**config.mk**
```make
export PLATFORM = sky130hd
export DESIGN_NAME = hazard_ctrl_flat
export DESIGN_NICKNAME = d
export VERILOG_FILES = /design/src/rtl/hazard_ctrl_pkg.sv /design/src/rtl/hazard_ctrl_if.sv /design/src/rtl/hazard_ctrl_div_busy_timer.sv /design/src/rtl/hazard_ctrl.sv /design/src/flat_wrapper.sv
export SDC_FILE = /design/constraint.sdc
export NUM_CORES = 1
export LEC_CHECK = 0
export ABC_CLOCK_PERIOD_IN_PS = 2500
export CORE_ASPECT_RATIO = 1.75
export CORE_MARGIN = 3
export CORE_UTILIZATION = 49
export CTS_BUF_LIST = sky130_fd_sc_hd__clkbuf_4 sky130_fd_sc_hd__clkbuf_8 sky130_fd_sc_hd__clkbuf_16
export CTS_CLUSTER_SIZE = 28
export DETAILED_ROUTE_END_ITERATION = 16
export DONT_BUFFER_PORTS = 1
export GPL_ROUTABILITY_DRIVEN = 0
export PLACE_DENSITY = 0.64
export SYNTH_ARGS = -nofsm -noshare
export SYNTH_HDL_FRONTEND = slang
export SYNTH_HIERARCHICAL = 1
export SYNTH_SLANG_ARGS = --single-unit
```
**constraint.sdc**
```tcl
create_clock -name clock -period 2.5 [get_ports clock]
set_input_delay 0.5 -clock clock [delete_from_list [all_inputs] [get_ports clock]]
set_output_delay 0.5 -clock clock [all_outputs]
set_load 0.05 [all_outputs]
```
**src/rtl/hazard_ctrl_pkg.sv**
```systemverilog
// Shared types and constants for the hazard controller: divide-timer state
// encoding, stall cause codes and the default divide latency.
package hazard_ctrl_pkg;

    typedef enum logic {
        DIV_IDLE = 1'b0,
        DIV_BUSY = 1'b1
    } div_state_t;

    typedef enum logic [1:0] {
        CAUSE_NONE = 2'b00,
        CAUSE_LU   = 2'b01,
        CAUSE_BR   = 2'b10,
        CAUSE_DV   = 2'b11
    } stall_cause_t;

    localparam int DIV_CYCLES_DEF = 32;

endpackage

```
**src/rtl/hazard_ctrl_if.sv**
```systemverilog
// Pipeline-to-hazard-unit signal bundle; the hazard unit is the slave side.
interface hazard_ctrl_if;
    logic [4:0]  ID_rs;
    logic [4:0]  ID_rt;
    logic        ID_UseRt;
    logic        ID_Branch;
    logic        ID_Mflo;
    logic        ID_Mfhi;
    logic        ID_MulDiv;
    logic        EX_MemRead;
    logic        EX_RegWrite;
    logic [4:0]  EX_waddr;
    logic        MEM_MemRead;
    logic [4:0]  MEM_waddr;
    logic        EX_DivStart;
    logic        PCWrite;
    logic        IF_ID_Write;
    logic        ID_EX_Bubble;
    logic        div_busy;
    logic [1:0]  stall_cause;
    logic [15:0] stall_cnt;

    modport master (
        output ID_rs, ID_rt, ID_UseRt, ID_Branch, ID_Mflo, ID_Mfhi, ID_MulDiv,
               EX_MemRead, EX_RegWrite, EX_waddr, MEM_MemRead, MEM_waddr, EX_DivStart,
        input  PCWrite, IF_ID_Write, ID_EX_Bubble, div_busy, stall_cause, stall_cnt
    );

    modport slave (
        input  ID_rs, ID_rt, ID_UseRt, ID_Branch, ID_Mflo, ID_Mfhi, ID_MulDiv,
               EX_MemRead, EX_RegWrite, EX_waddr, MEM_MemRead, MEM_waddr, EX_DivStart,
        output PCWrite, IF_ID_Write, ID_EX_Bubble, div_busy, stall_cause, stall_cnt
    );
endinterface

```
**src/rtl/hazard_ctrl_div_busy_timer.sv**
```systemverilog
// Tracks how long HI/LO stays unavailable after a divide enters EX.
module div_busy_timer
    import hazard_ctrl_pkg::*;
#(
    parameter int DIV_CYCLES = DIV_CYCLES_DEF
) (
    input  logic clock,
    input  logic reset,
    input  logic div_start,
    output logic div_busy
);

    div_state_t state;
    logic [7:0] cnt;

    // A start pulse arriving while BUSY cannot happen legally; it is ignored.
    always_ff @(posedge clock or negedge reset) begin
        if (!reset) begin
            state <= DIV_IDLE;
            cnt   <= 8'd0;
        end else begin
            case (state)
                DIV_IDLE: begin
                    if (div_start) begin
                        cnt   <= 8'(DIV_CYCLES - 1);
                        state <= DIV_BUSY;
                    end
                end
                DIV_BUSY: begin
                    cnt <= cnt - 8'd1;
                    if (cnt == 8'd1) begin
                        state <= DIV_IDLE;
                    end
                end
                default: begin
                    state <= DIV_IDLE;
                    cnt   <= 8'd0;
                end
            endcase
        end
    end

    // The start cycle itself counts as busy, giving exactly DIV_CYCLES cycles.
    assign div_busy = div_start || (state == DIV_BUSY);

endmodule

```
**src/rtl/hazard_ctrl.sv**
```systemverilog
// Pipeline hazard detection: load-use, branch-operand and HI/LO divide stalls,
// with a saturating stall-cycle counter.
module hazard_ctrl
    import hazard_ctrl_pkg::*;
#(
    parameter int DIV_CYCLES = DIV_CYCLES_DEF
) (
    input  logic         clock,
    input  logic         reset,
    hazard_ctrl_if.slave bus
);

    logic         div_busy;
    logic         lu_haz;
    logic         br_haz;
    logic         dv_haz;
    logic         stall;
    logic [15:0]  stall_cnt;
    stall_cause_t cause;

    function automatic logic src_match(input logic [4:0] x, input logic [4:0] rs,
                                       input logic [4:0] rt, input logic use_rt);
        return (x != 5'd0) && ((x == rs) || (use_rt && (x == rt)));
    endfunction

    div_busy_timer #(.DIV_CYCLES(DIV_CYCLES)) u_div_timer (
        .clock     (clock),
        .reset     (reset),
        .div_start (bus.EX_DivStart),
        .div_busy  (div_busy)
    );

    always_comb begin
        lu_haz = bus.EX_MemRead && src_match(bus.EX_waddr, bus.ID_rs, bus.ID_rt, bus.ID_UseRt);
        br_haz = bus.ID_Branch &&
                 ((bus.EX_RegWrite && src_match(bus.EX_waddr, bus.ID_rs, bus.ID_rt, bus.ID_UseRt)) ||
                  (bus.MEM_MemRead && src_match(bus.MEM_waddr, bus.ID_rs, bus.ID_rt, bus.ID_UseRt)));
        dv_haz = div_busy && (bus.ID_Mflo || bus.ID_Mfhi || bus.ID_MulDiv);
        stall  = lu_haz || br_haz || dv_haz;
        cause  = CAUSE_NONE;
        if (lu_haz) begin
            cause = CAUSE_LU;
        end else if (br_haz) begin
            cause = CAUSE_BR;
        end else if (dv_haz) begin
            cause = CAUSE_DV;
        end
    end

    always_ff @(posedge clock or negedge reset) begin
        if (!reset) begin
            stall_cnt <= 16'd0;
        end else if (stall && (stall_cnt != 16'hFFFF)) begin
            stall_cnt <= stall_cnt + 16'd1;
        end
    end

    assign bus.PCWrite      = !stall;
    assign bus.IF_ID_Write  = !stall;
    assign bus.ID_EX_Bubble = stall;
    assign bus.div_busy     = div_busy;
    assign bus.stall_cause  = cause;
    assign bus.stall_cnt    = stall_cnt;

endmodule

```
**src/flat_wrapper.sv**
```systemverilog
// flat-port wrapper written by rule: the top's interface ports become plain ports
module hazard_ctrl_flat import hazard_ctrl_pkg::*;
#(
    parameter int DIV_CYCLES = DIV_CYCLES_DEF
)
  (clock, reset, bus_ID_rs, bus_ID_rt, bus_ID_UseRt, bus_ID_Branch, bus_ID_Mflo, bus_ID_Mfhi, bus_ID_MulDiv, bus_EX_MemRead, bus_EX_RegWrite, bus_EX_waddr, bus_MEM_MemRead, bus_MEM_waddr, bus_EX_DivStart, bus_PCWrite, bus_IF_ID_Write, bus_ID_EX_Bubble, bus_div_busy, bus_stall_cause, bus_stall_cnt);
  hazard_ctrl_if bus_i ();
  input  logic clock;
  input  logic reset;
  input wire logic [$bits(bus_i.ID_rs)-1:0] bus_ID_rs;
  input wire logic [$bits(bus_i.ID_rt)-1:0] bus_ID_rt;
  input wire logic [$bits(bus_i.ID_UseRt)-1:0] bus_ID_UseRt;
  input wire logic [$bits(bus_i.ID_Branch)-1:0] bus_ID_Branch;
  input wire logic [$bits(bus_i.ID_Mflo)-1:0] bus_ID_Mflo;
  input wire logic [$bits(bus_i.ID_Mfhi)-1:0] bus_ID_Mfhi;
  input wire logic [$bits(bus_i.ID_MulDiv)-1:0] bus_ID_MulDiv;
  input wire logic [$bits(bus_i.EX_MemRead)-1:0] bus_EX_MemRead;
  input wire logic [$bits(bus_i.EX_RegWrite)-1:0] bus_EX_RegWrite;
  input wire logic [$bits(bus_i.EX_waddr)-1:0] bus_EX_waddr;
  input wire logic [$bits(bus_i.MEM_MemRead)-1:0] bus_MEM_MemRead;
  input wire logic [$bits(bus_i.MEM_waddr)-1:0] bus_MEM_waddr;
  input wire logic [$bits(bus_i.EX_DivStart)-1:0] bus_EX_DivStart;
  output wire logic [$bits(bus_i.PCWrite)-1:0] bus_PCWrite;
  output wire logic [$bits(bus_i.IF_ID_Write)-1:0] bus_IF_ID_Write;
  output wire logic [$bits(bus_i.ID_EX_Bubble)-1:0] bus_ID_EX_Bubble;
  output wire logic [$bits(bus_i.div_busy)-1:0] bus_div_busy;
  output wire logic [$bits(bus_i.stall_cause)-1:0] bus_stall_cause;
  output wire logic [$bits(bus_i.stall_cnt)-1:0] bus_stall_cnt;
  assign bus_i.ID_rs = bus_ID_rs;
  assign bus_i.ID_rt = bus_ID_rt;
  assign bus_i.ID_UseRt = bus_ID_UseRt;
  assign bus_i.ID_Branch = bus_ID_Branch;
  assign bus_i.ID_Mflo = bus_ID_Mflo;
  assign bus_i.ID_Mfhi = bus_ID_Mfhi;
  assign bus_i.ID_MulDiv = bus_ID_MulDiv;
  assign bus_i.EX_MemRead = bus_EX_MemRead;
  assign bus_i.EX_RegWrite = bus_EX_RegWrite;
  assign bus_i.EX_waddr = bus_EX_waddr;
  assign bus_i.MEM_MemRead = bus_MEM_MemRead;
  assign bus_i.MEM_waddr = bus_MEM_waddr;
  assign bus_i.EX_DivStart = bus_EX_DivStart;
  assign bus_PCWrite = bus_i.PCWrite;
  assign bus_IF_ID_Write = bus_i.IF_ID_Write;
  assign bus_ID_EX_Bubble = bus_i.ID_EX_Bubble;
  assign bus_div_busy = bus_i.div_busy;
  assign bus_stall_cause = bus_i.stall_cause;
  assign bus_stall_cnt = bus_i.stall_cnt;
  hazard_ctrl #(.DIV_CYCLES(DIV_CYCLES)) u_core (.clock(clock), .reset(reset), .bus(bus_i));
endmodule
```
==> Yosys cells after proc, flatten, opt, wreduce, memory -nomap -nowiden <==
Cells that the tools add are included.
{ "word_totals": {"reg_bits": 25, "word_cells": 42, "inputBits": 31} }
{ "op_classes": {"eq_ne": 7, "n_addsub": 2, "mux": 8, "n_bitwise": 1, "reduce_logical": 21} }
{ "op_table": {"columns": ["cell", "count"], "rows": [
  ["$eq 5x5->1", 4],
  ["$add 16x1->16 const B", 1],
  ["$ne 16x16->1 const B", 1],
  ["$pmux 8 s2", 1],
  ["$logic_and 1x1->1", 10],
  ["$reduce_bool 5->1", 2],
  ["$eq 8x1->1 const B", 1],
  ["$logic_or 1x1->1", 8],
  ["$mux 8", 1],
  ["$sub 8x1->8 const B", 1],
  ["$mux 2", 3],
  ["$mux 1", 2],
  ["$ne 2x2->1 const B", 1],
  ["$pmux 1 s2", 1],
  ["$logic_not 1->1", 1],
  ["$not 1->1", 1]
]} }

==> Longest topological paths before layout <==
Gate-level depths: netlist of run 1.
{ "depth": {"ltp_word": 10, "mapped_depth": 9} }

==> Hierarchy <==
The synthesis of run 1 kept the hierarchy.
{ "modules_own_cells": {"columns": ["mod", "n_inst", "seq_area_each_um2", "cells_per_inst", "area_per_inst_um2"], "rows": [
  ["hazard_ctrl", 1, 400.4, 113, 1086.0],
  ["div_busy_timer", 1, 225.2, 46, 470.5]
]} }

==> Worst setup path before layout of run 1 <==
OpenSTA, ideal clock, no wires.
{ "synth_timing": {"kind": "register to output", "from": "reg u_core.u_div_timer.state", "to": "out bus_PCWrite", "required_ns": 2.000, "stages_incl_launch_ff": 8, "path_buffers": 2, "arrival_ns": 2.654, "slack_ns": -0.654, "cell_sequence": "dfrtp_1 clkbuf_1 nor2_1 inv_1 o31ai_1 nand3_1 inv_1 buf_4"} }
{ "synth_between": {"elab_chain_cells": 4} }
{ "synth_rtl": {"columns": ["item", "line_no", "rtl"], "rows": [
  ["start, declared", "hazard_ctrl_div_busy_timer.sv:13", "div_state_t state;"],
  ["start signal, assigned", "hazard_ctrl_div_busy_timer.sv:19", "state <= DIV_IDLE;"],
  ["start signal, assigned", "hazard_ctrl_div_busy_timer.sv:26", "state <= DIV_BUSY;"],
  ["start signal, assigned", "hazard_ctrl_div_busy_timer.sv:32", "state <= DIV_IDLE;"],
  ["$logic_or 1x1->1", "hazard_ctrl_div_busy_timer.sv:44", "assign div_busy = div_start || (state == DIV_BUSY);"],
  ["via bus_div_busy", "flat_wrapper.sv:26", "output wire logic [$bits(bus_i.div_busy)-1:0] bus_div_busy;"],
  ["$logic_and 1x1->1", "hazard_ctrl.sv:38", "dv_haz = div_busy && (bus.ID_Mflo || bus.ID_Mfhi || bus.ID_MulDiv);"],
  ["$logic_or 1x1->1", "hazard_ctrl.sv:39", "stall = lu_haz || br_haz || dv_haz;"],
  ["via bus_ID_EX_Bubble", "flat_wrapper.sv:25", "output wire logic [$bits(bus_i.ID_EX_Bubble)-1:0] bus_ID_EX_Bubble;"],
  ["$logic_not 1->1", null, null],
  ["end, declared", "flat_wrapper.sv:23", "output wire logic [$bits(bus_i.PCWrite)-1:0] bus_PCWrite;"]
]} }
The timed path passes the listed nets, and every way through them passes these cells.

==> Final worst setup path of run 1 <==
{ "layout_timing": {"from": "in bus_EX_waddr[3]", "to": "out bus_stall_cause[0]"} }
{ "layout_between": {"elab_chain_cells": 9, "word_cells_on_any_way": 12, "classes_between": "2 x eq/ne; 2 x mux; 8 x reduce/logical"} }
{ "layout_rtl": {"columns": ["item", "line_no", "rtl"], "rows": [
  ["start, declared", "flat_wrapper.sv:19", "input wire logic [$bits(bus_i.EX_waddr)-1:0] bus_EX_waddr;"],
  ["$eq 5x5->1", "hazard_ctrl.sv:23", "return (x != 5'd0) && ((x == rs) || (use_rt && (x == rt)));"],
  ["$logic_and 1x1->1", "hazard_ctrl.sv:23", null],
  ["$logic_or 1x1->1", "hazard_ctrl.sv:23", null],
  ["$logic_and 1x1->1 *", "hazard_ctrl.sv:23", null],
  ["$logic_and 1x1->1", "hazard_ctrl.sv:36", "((bus.EX_RegWrite && src_match(bus.EX_waddr, bus.ID_rs, bus.ID_rt, bus.ID_UseRt)) ||"],
  ["$logic_or 1x1->1", "hazard_ctrl.sv:36", null],
  ["$logic_and 1x1->1", "hazard_ctrl.sv:35", "br_haz = bus.ID_Branch &&"],
  ["$mux 2", "hazard_ctrl.sv:43", "end else if (br_haz) begin"],
  ["$mux 2 *", "hazard_ctrl.sv:41", "if (lu_haz) begin"],
  ["end, declared", "flat_wrapper.sv:27", "output wire logic [$bits(bus_i.stall_cause)-1:0] bus_stall_cause;"]
]} }
Mark *: on every way between the ends. The rest lies on a longest branch, timed or not.

==> summary.txt, run 1 <==
STA
  – Tightest Pin Transition: 1.05 ns
  – Final Setup Violations: 0
  – Clk_skew: 0.00535 ns
  – Final hold vios: 0
  – RSZ-0062 raised after global routing: no
  – Relative slew slack: 29.8%
  – Hold Slack: 0.399 ns
  – Fin crit share: 93.6%
  – Setup WS post-layout: 0.161 ns
  – Max-slew violations: 0
  – Fmax: 0.428 GHz
  – Final worst path period need: 2.34 ns

Clock tree
  – Clock Sinks: 25
  – Htree depth: 1
  – CTS tree: yes
  – CTS clk-pin slew, worst paths: 0.08 ns
  – Maximum clock insertion buffer count: 2
  – Post-CTS setup buffer count: 0
  – CTS resizes: 0
  – Later-pin clock latency in the skew report: 0.26 ns
  – CTS root buf: clkbuf_8
  – CTS Buf Count: 3
  – Cts hold-fix bufs: 1

Global route
  – Vias in the first global route: 1337
  – Total GRT Usage: 17.7%
  – Initial antenna violation count: 0
  – First-pass GRT wire length: 5530 um
  – Largest net degree at the start of global routing: 26
  – Total grt overflow: 0

Cells and area
  – Core Util, Final: 61.6%
  – Share of layout cells above drive strength 1: 20.7%
  – Most common cell after layout, fill and taps aside: xnor2_1
  – Fin area: 1840 um^2
  – Most frequent cells in the layout: xnor2_1 (32), dfrtp_1 (25), buf_4 (16), nand2_1 (16), nand4_1 (12)
  – Layout net count: 214
  – Fin cells: 221
  – Antenna cell count: 0
  – # fillers: 257
  – Layout area overhead: 18.5%

Die
  – Die area: 3920 um^2
  – Die height: 80.6 um
  – Top Ports: 53
  – Die Width: 48.6 um
  – Rows: 26
  – Core Box Area: 2990 um^2
  – Initial Utilization: 52.0%

Worst setup path
  – Critical path cell sequence: xnor2_1 -> nand3_1 -> o32ai_2 -> nand2_1 -> o21a_1 -> inv_1 -> o22ai_2 -> buf_12
  – WP data required: 2.00 ns
  – CP top delay family: compound AO/OA/AOI/OAI gates
  – Worst r2r dst: u_core/bus.stall_cnt[1]
  – Max FO, Critical Path: 3
  – Highest-delay cell along the critical path: o32ai_2
  – Crit. path cell count: 8
  – FF-to-FF path depth: 5
  – Critical Path Start Type: primary input
  – Largest stage delay on the critical path: 0.32 ns
  – Worst setup EP type: output port
  – FF-to-FF Start: u_core/bus.stall_cnt[7]
  – Crit path arrival time: 1.84 ns
  – WP buf/inv: 2
  – R2r setup slk: 0.48 ns
  – Worst Setup SP: bus_EX_waddr[3]
  – Crit path kind: in -> out
  – Critical path destination: bus_stall_cause[0]

Synth
  – Share of flip-flops with an asynchronous set or reset after synthesis: 100%
  – Syn Inst Count: 159
  – Distinct cells, synth: 39
  – Syn avg cell area: 9.79 um^2
  – Post-Syn Area: 1560 um^2
  – Syn Nets: 193
  – Ys flop type: dfrtp_1
  – FF+latch count, synth: 25
  – YS warnings: 6
  – Post-synth EDFFs: 0
  – Sequential area share after synthesis: 40.2%

Placed design
  – Pre-CTS worst setup slack: 0.140 ns
  – # port buffers: 0
  – Detailed Place HPWL: 2740 um
  – Inst Count DP: 216
  – Placed cell area: 1790 um^2

Min path
  – Hold crit path type: in -> reg

Drt
  – Pre-antenna DRT Iters: 4
  – Vias: 1246
  – Antenna Nets Post-Route: 0
  – Final WL: 3270 um
  – DRC viols: 0
  – Via density: 5.64
  – 1st-iter DRT viols: 16
  – Routed len/inst: 14.8 um

Run
  – Max Cap Viol: 0

Pwr
  – Leakage: 0.744 nW
  – Pwr Density: 877 nW/um^2
  – Maximum vdd drop: 0.533 mV

Outcome
  – Outcome: finished clean
-- where the power goes --
part	total [mW]	switching, mW	internal, mW
clock	0.229	0.118	0.111
sequential	0.654	0.122	0.532
combinational	0.735	0.449	0.286
-- cell usage after synthesis, types with 2 or more instances --
cell type  number  area share [%]
a21oi_1         6             1.9
dfrtp_1        25              40
inv_1           7             1.7
xor2_1          3             1.7
nand4_1        12             4.8
xnor2_1        32              18
nor3_1          5             1.6
ha_1            3             2.4
and3_1          5             2.0
o22ai_1         2            0.80
o31ai_1         2            0.96
nor2_1          8             1.9
nand3_1         6             1.9
mux2_2          2             1.4
nand2_1        16             3.9
or4_1           2            0.96
-- cells by family after synthesis --
kind of cell | share of synthesized area (%)
and+or+nand+nor | 21.9
buffers and inverters | 3.46
xor gates and xnor gates | 19.7
DFF | 40.2
muxes | 1.45
AOI/OAI and AO/OA | 10.9
adders and majority gates | 2.41
-- state kept, by name (all words and copies together) (netlist names) --
register                  cells
u_core/bus.stall_cnt         16
u_core/u_div_timer/cnt        8
u_core/u_div_timer/state      1
-- through the flow --
stage,setup TNS [ns],power [mW]
after floorplan,-0.142,1.19
after global placement,0,1.36
after detailed placement,0,1.39
after CTS,0,1.63
after global routing,0,1.72
final,0,1.62
-- per-layer routing --
layer,vias up,global-route usage [%],routed length (um)
li1,604,-,-
met1,592,17.1,1140
met2,48,35.6,1840
met3,2,4.08,247
met4,0,5.98,31
met5,-,0,0
-- worst min path at each step --
| stage | startpoint | endpoint | cells after the start |
|---|---|---|---|
| finish | bus_EX_DivStart | u_core/u_div_timer/cnt[1] | 2 |
| CTS | bus_EX_DivStart | u_core/u_div_timer/cnt[1] | 2 |
| global placement | reset | u_core/u_div_timer/cnt[5] | 0 |
| global route | bus_EX_DivStart | u_core/u_div_timer/cnt[1] | 2 |
| detailed placement | reset | u_core/u_div_timer/cnt[3] | 0 |
| floorplan | reset | u_core/bus.stall_cnt[0] | 0 |
-- final cells by class --
cell class / count / area [um^2] / share of cell area [%]
clock inverters: 1 / 5.00 / 0.271
multi-input cells: 123 / 900 / 48.8
repair buffers: 20 / 190 / 10.3
flip-flops and latches: 25 / 626 / 33.9
well taps: 42 / 52.6 / 2.85
inverters: 7 / 30.0 / 1.63
clock buffers: 3 / 41.3 / 2.24
Power figures use the tool's default switching activity.
==> run 2, diff against run 1 <==
- CORE_MARGIN: 3 -> not set
- SLEW_MARGIN: not set -> 20
==> summary.txt, run 2 (synthesis results as in run 1) <==
Outcome
  – Outcome: finished clean

Cells and area
  – Most common cell after layout, fill and taps aside: xnor2_1
  – FF+latch area: 626 um^2
  – Most flops, register: u_core/bus.stall_cnt
  – Most frequent cells in the layout: xnor2_1 (32), dfrtp_1 (25), buf_4 (16), nand2_1 (16), nand4_1 (12)
  – Share of layout cells above drive strength 1: 21.2%
  – Largest regs: u_core/bus.stall_cnt x16, u_core/u_div_timer/cnt x8, u_core/u_div_timer/state x1
  – Antenna cell count: 0
  – Layout net count: 214
  – # fillers: 242
  – Layout area overhead: 19.3%
  – Fin cells: 221
  – Multi-input logic area: 900 um^2
  – Max reg flops: 16

Worst setup path
  – Worst Setup SP: bus_ID_Mfhi
  – Crit path kind: in -> out
  – Worst setup EP type: output port
  – Crit path arrival time: 1.84 ns
  – FF-to-FF Start: u_core/bus.stall_cnt[7]
  – Max FO, Critical Path: 4
  – WP data required: 2.00 ns
  – Critical Path Start Type: primary input

Global route
  – Met1 Usage GRT: 20.2%
  – First-pass GRT wire length: 5420 um
  – Initial antenna violation count: 0
  – Total grt overflow: 0
  – M2 GR Usage: 40.0%
  – Vias in the first global route: 1389
  – Largest net degree at the start of global routing: 26
  – Top Usage Layer GRT: met2
  – Total GRT Usage: 20.9%
  – Global-route met3 utilization: 2.61%

Die
  – Rows: 26
  – Top Ports: 53
  – Die height: 76.6 um
  – Die area: 3410 um^2
  – Initial Utilization: 52.6%
  – Die Width: 44.6 um
  – Core Box Area: 2960 um^2

Pwr
  – Maximum vdd drop: 0.476 mV
  – Leakage: 0.750 nW
  – Pwr Density: 877 nW/um^2
  – Total chip power: 1.63 mW

Drt
  – Via density: 5.73
  – Antenna Nets Post-Route: 0
  – Routed len/inst: 15.1 um
  – Pre-antenna DRT Iters: 4
  – Vias: 1267
  – DRC viols: 0
  – 1st-iter DRT viols: 23
  – Final WL: 3350 um

STA
  – Relative slew slack: 26.6%
  – Tightest Pin Transition: 1.09 ns
  – RSZ-0062 raised after global routing: no
  – Fmax: 0.428 GHz
  – Final hold vios: 0
  – Clk_skew: 0.00370 ns
  – Hold Slack: 0.0405 ns
  – Final Setup Violations: 0
  – Max-slew violations: 0
  – Final worst path period need: 2.34 ns
  – Fin crit share: 93.6%

Placed design
  – Inst Count DP: 216
  – Detailed Place HPWL: 2690 um
  – # port buffers: 0

Clock tree
  – Htree depth: 1
  – CTS clk-pin slew, worst paths: 0.08 ns
  – Clock Sinks: 25
  – Later-pin clock latency in the skew report: 0.26 ns
  – CTS root buf: clkbuf_8
  – CTS Buf Count: 3
  – Maximum clock insertion buffer count: 2
  – CTS tree: yes
  – CTS resizes: 0

Run
  – Max Cap Viol: 0

Min path
  – Hold crit path type: in -> async
-- run 2: cell types whose count changed in the layout (fill, tap and decap cells not counted), sizes merged --
| cell | before | now |
|---|---|---|
| dlygate4sd3 | 1 | 0 |
| buf | 19 | 20 |
| clkinv | 1 | 0 |
| clkbuf | 3 | 4 |
-- run 2: layout make-up --
type,count,share of cell area (%)
Inverter,7,1.62
Clock buffer,4,2.63
Tap cell,42,2.83
Sequential cell,25,33.7
Multi-Input combinational cell,123,48.5
Timing Repair Buffer,20,10.8
-- run 2: metrics by stage --
step / util (%) / setup TNS [ns] / instance area [um^2] / worst slack (ns)
2_1_floorplan: - / -0.142 / 1580 / -0.134
3_3_place_gp: 60.4 / 0 / 1790 / 0.174
3_5_place_dp: 60.4 / 0 / 1790 / 0.122
4_1_cts: 62.7 / 0 / 1860 / 0.123
5_1_grt: 62.7 / 0 / 1860 / 0.0375
6_report: 62.7 / 0 / 1860 / 0.161
-- run 2: critical path, stage by stage --
cell and delay [ns]:
o31ai_1 0.89, o22ai_2 0.23, buf_12 0.22
-- run 2: timing repair --
item,in CTS,in global routing
endpoints found under the hold margin,25,0
hold buffers,1,0
buffers inserted,0,0
-- run 2: per-layer routing --
metal / routed length (um) / up-vias / part of all wire [%]
met2: 1920 / 56 / 57
met4: 57 / 0 / 1.7
met5: 0 / - / 0
li1: - / 601 / -
met3: 189 / 4 / 5.7
met1: 1180 / 606 / 35
-- run 2: power by group --
| group | total (mW) | switching [mW] | internal, mW | leakage [nW] |
|---|---|---|---|---|
| sequential | 0.660 | 0.128 | 0.532 | 0.310 |
| clock | 0.241 | 0.116 | 0.124 | 0.0262 |
| combinational | 0.728 | 0.441 | 0.287 | 0.413 |
-- run 2: worst paths after layout --
path / end / slack, ns / depth (start not counted)
setup / recovery: bus_stall_cause[0] / 0.16 / 3
hold / removal: u_core/u_div_timer/cnt[3] / 0.04 / 1
setup reg to reg: u_core/bus.stall_cnt[1] / 0.46 / 5
hold reg to reg: u_core/u_div_timer/cnt[7] / 0.50 / 1
max in group asynchronous: u_core/u_div_timer/cnt[7] / 2.31 / 1
min in group clock: u_core/u_div_timer/cnt[1] / 0.41 / 2
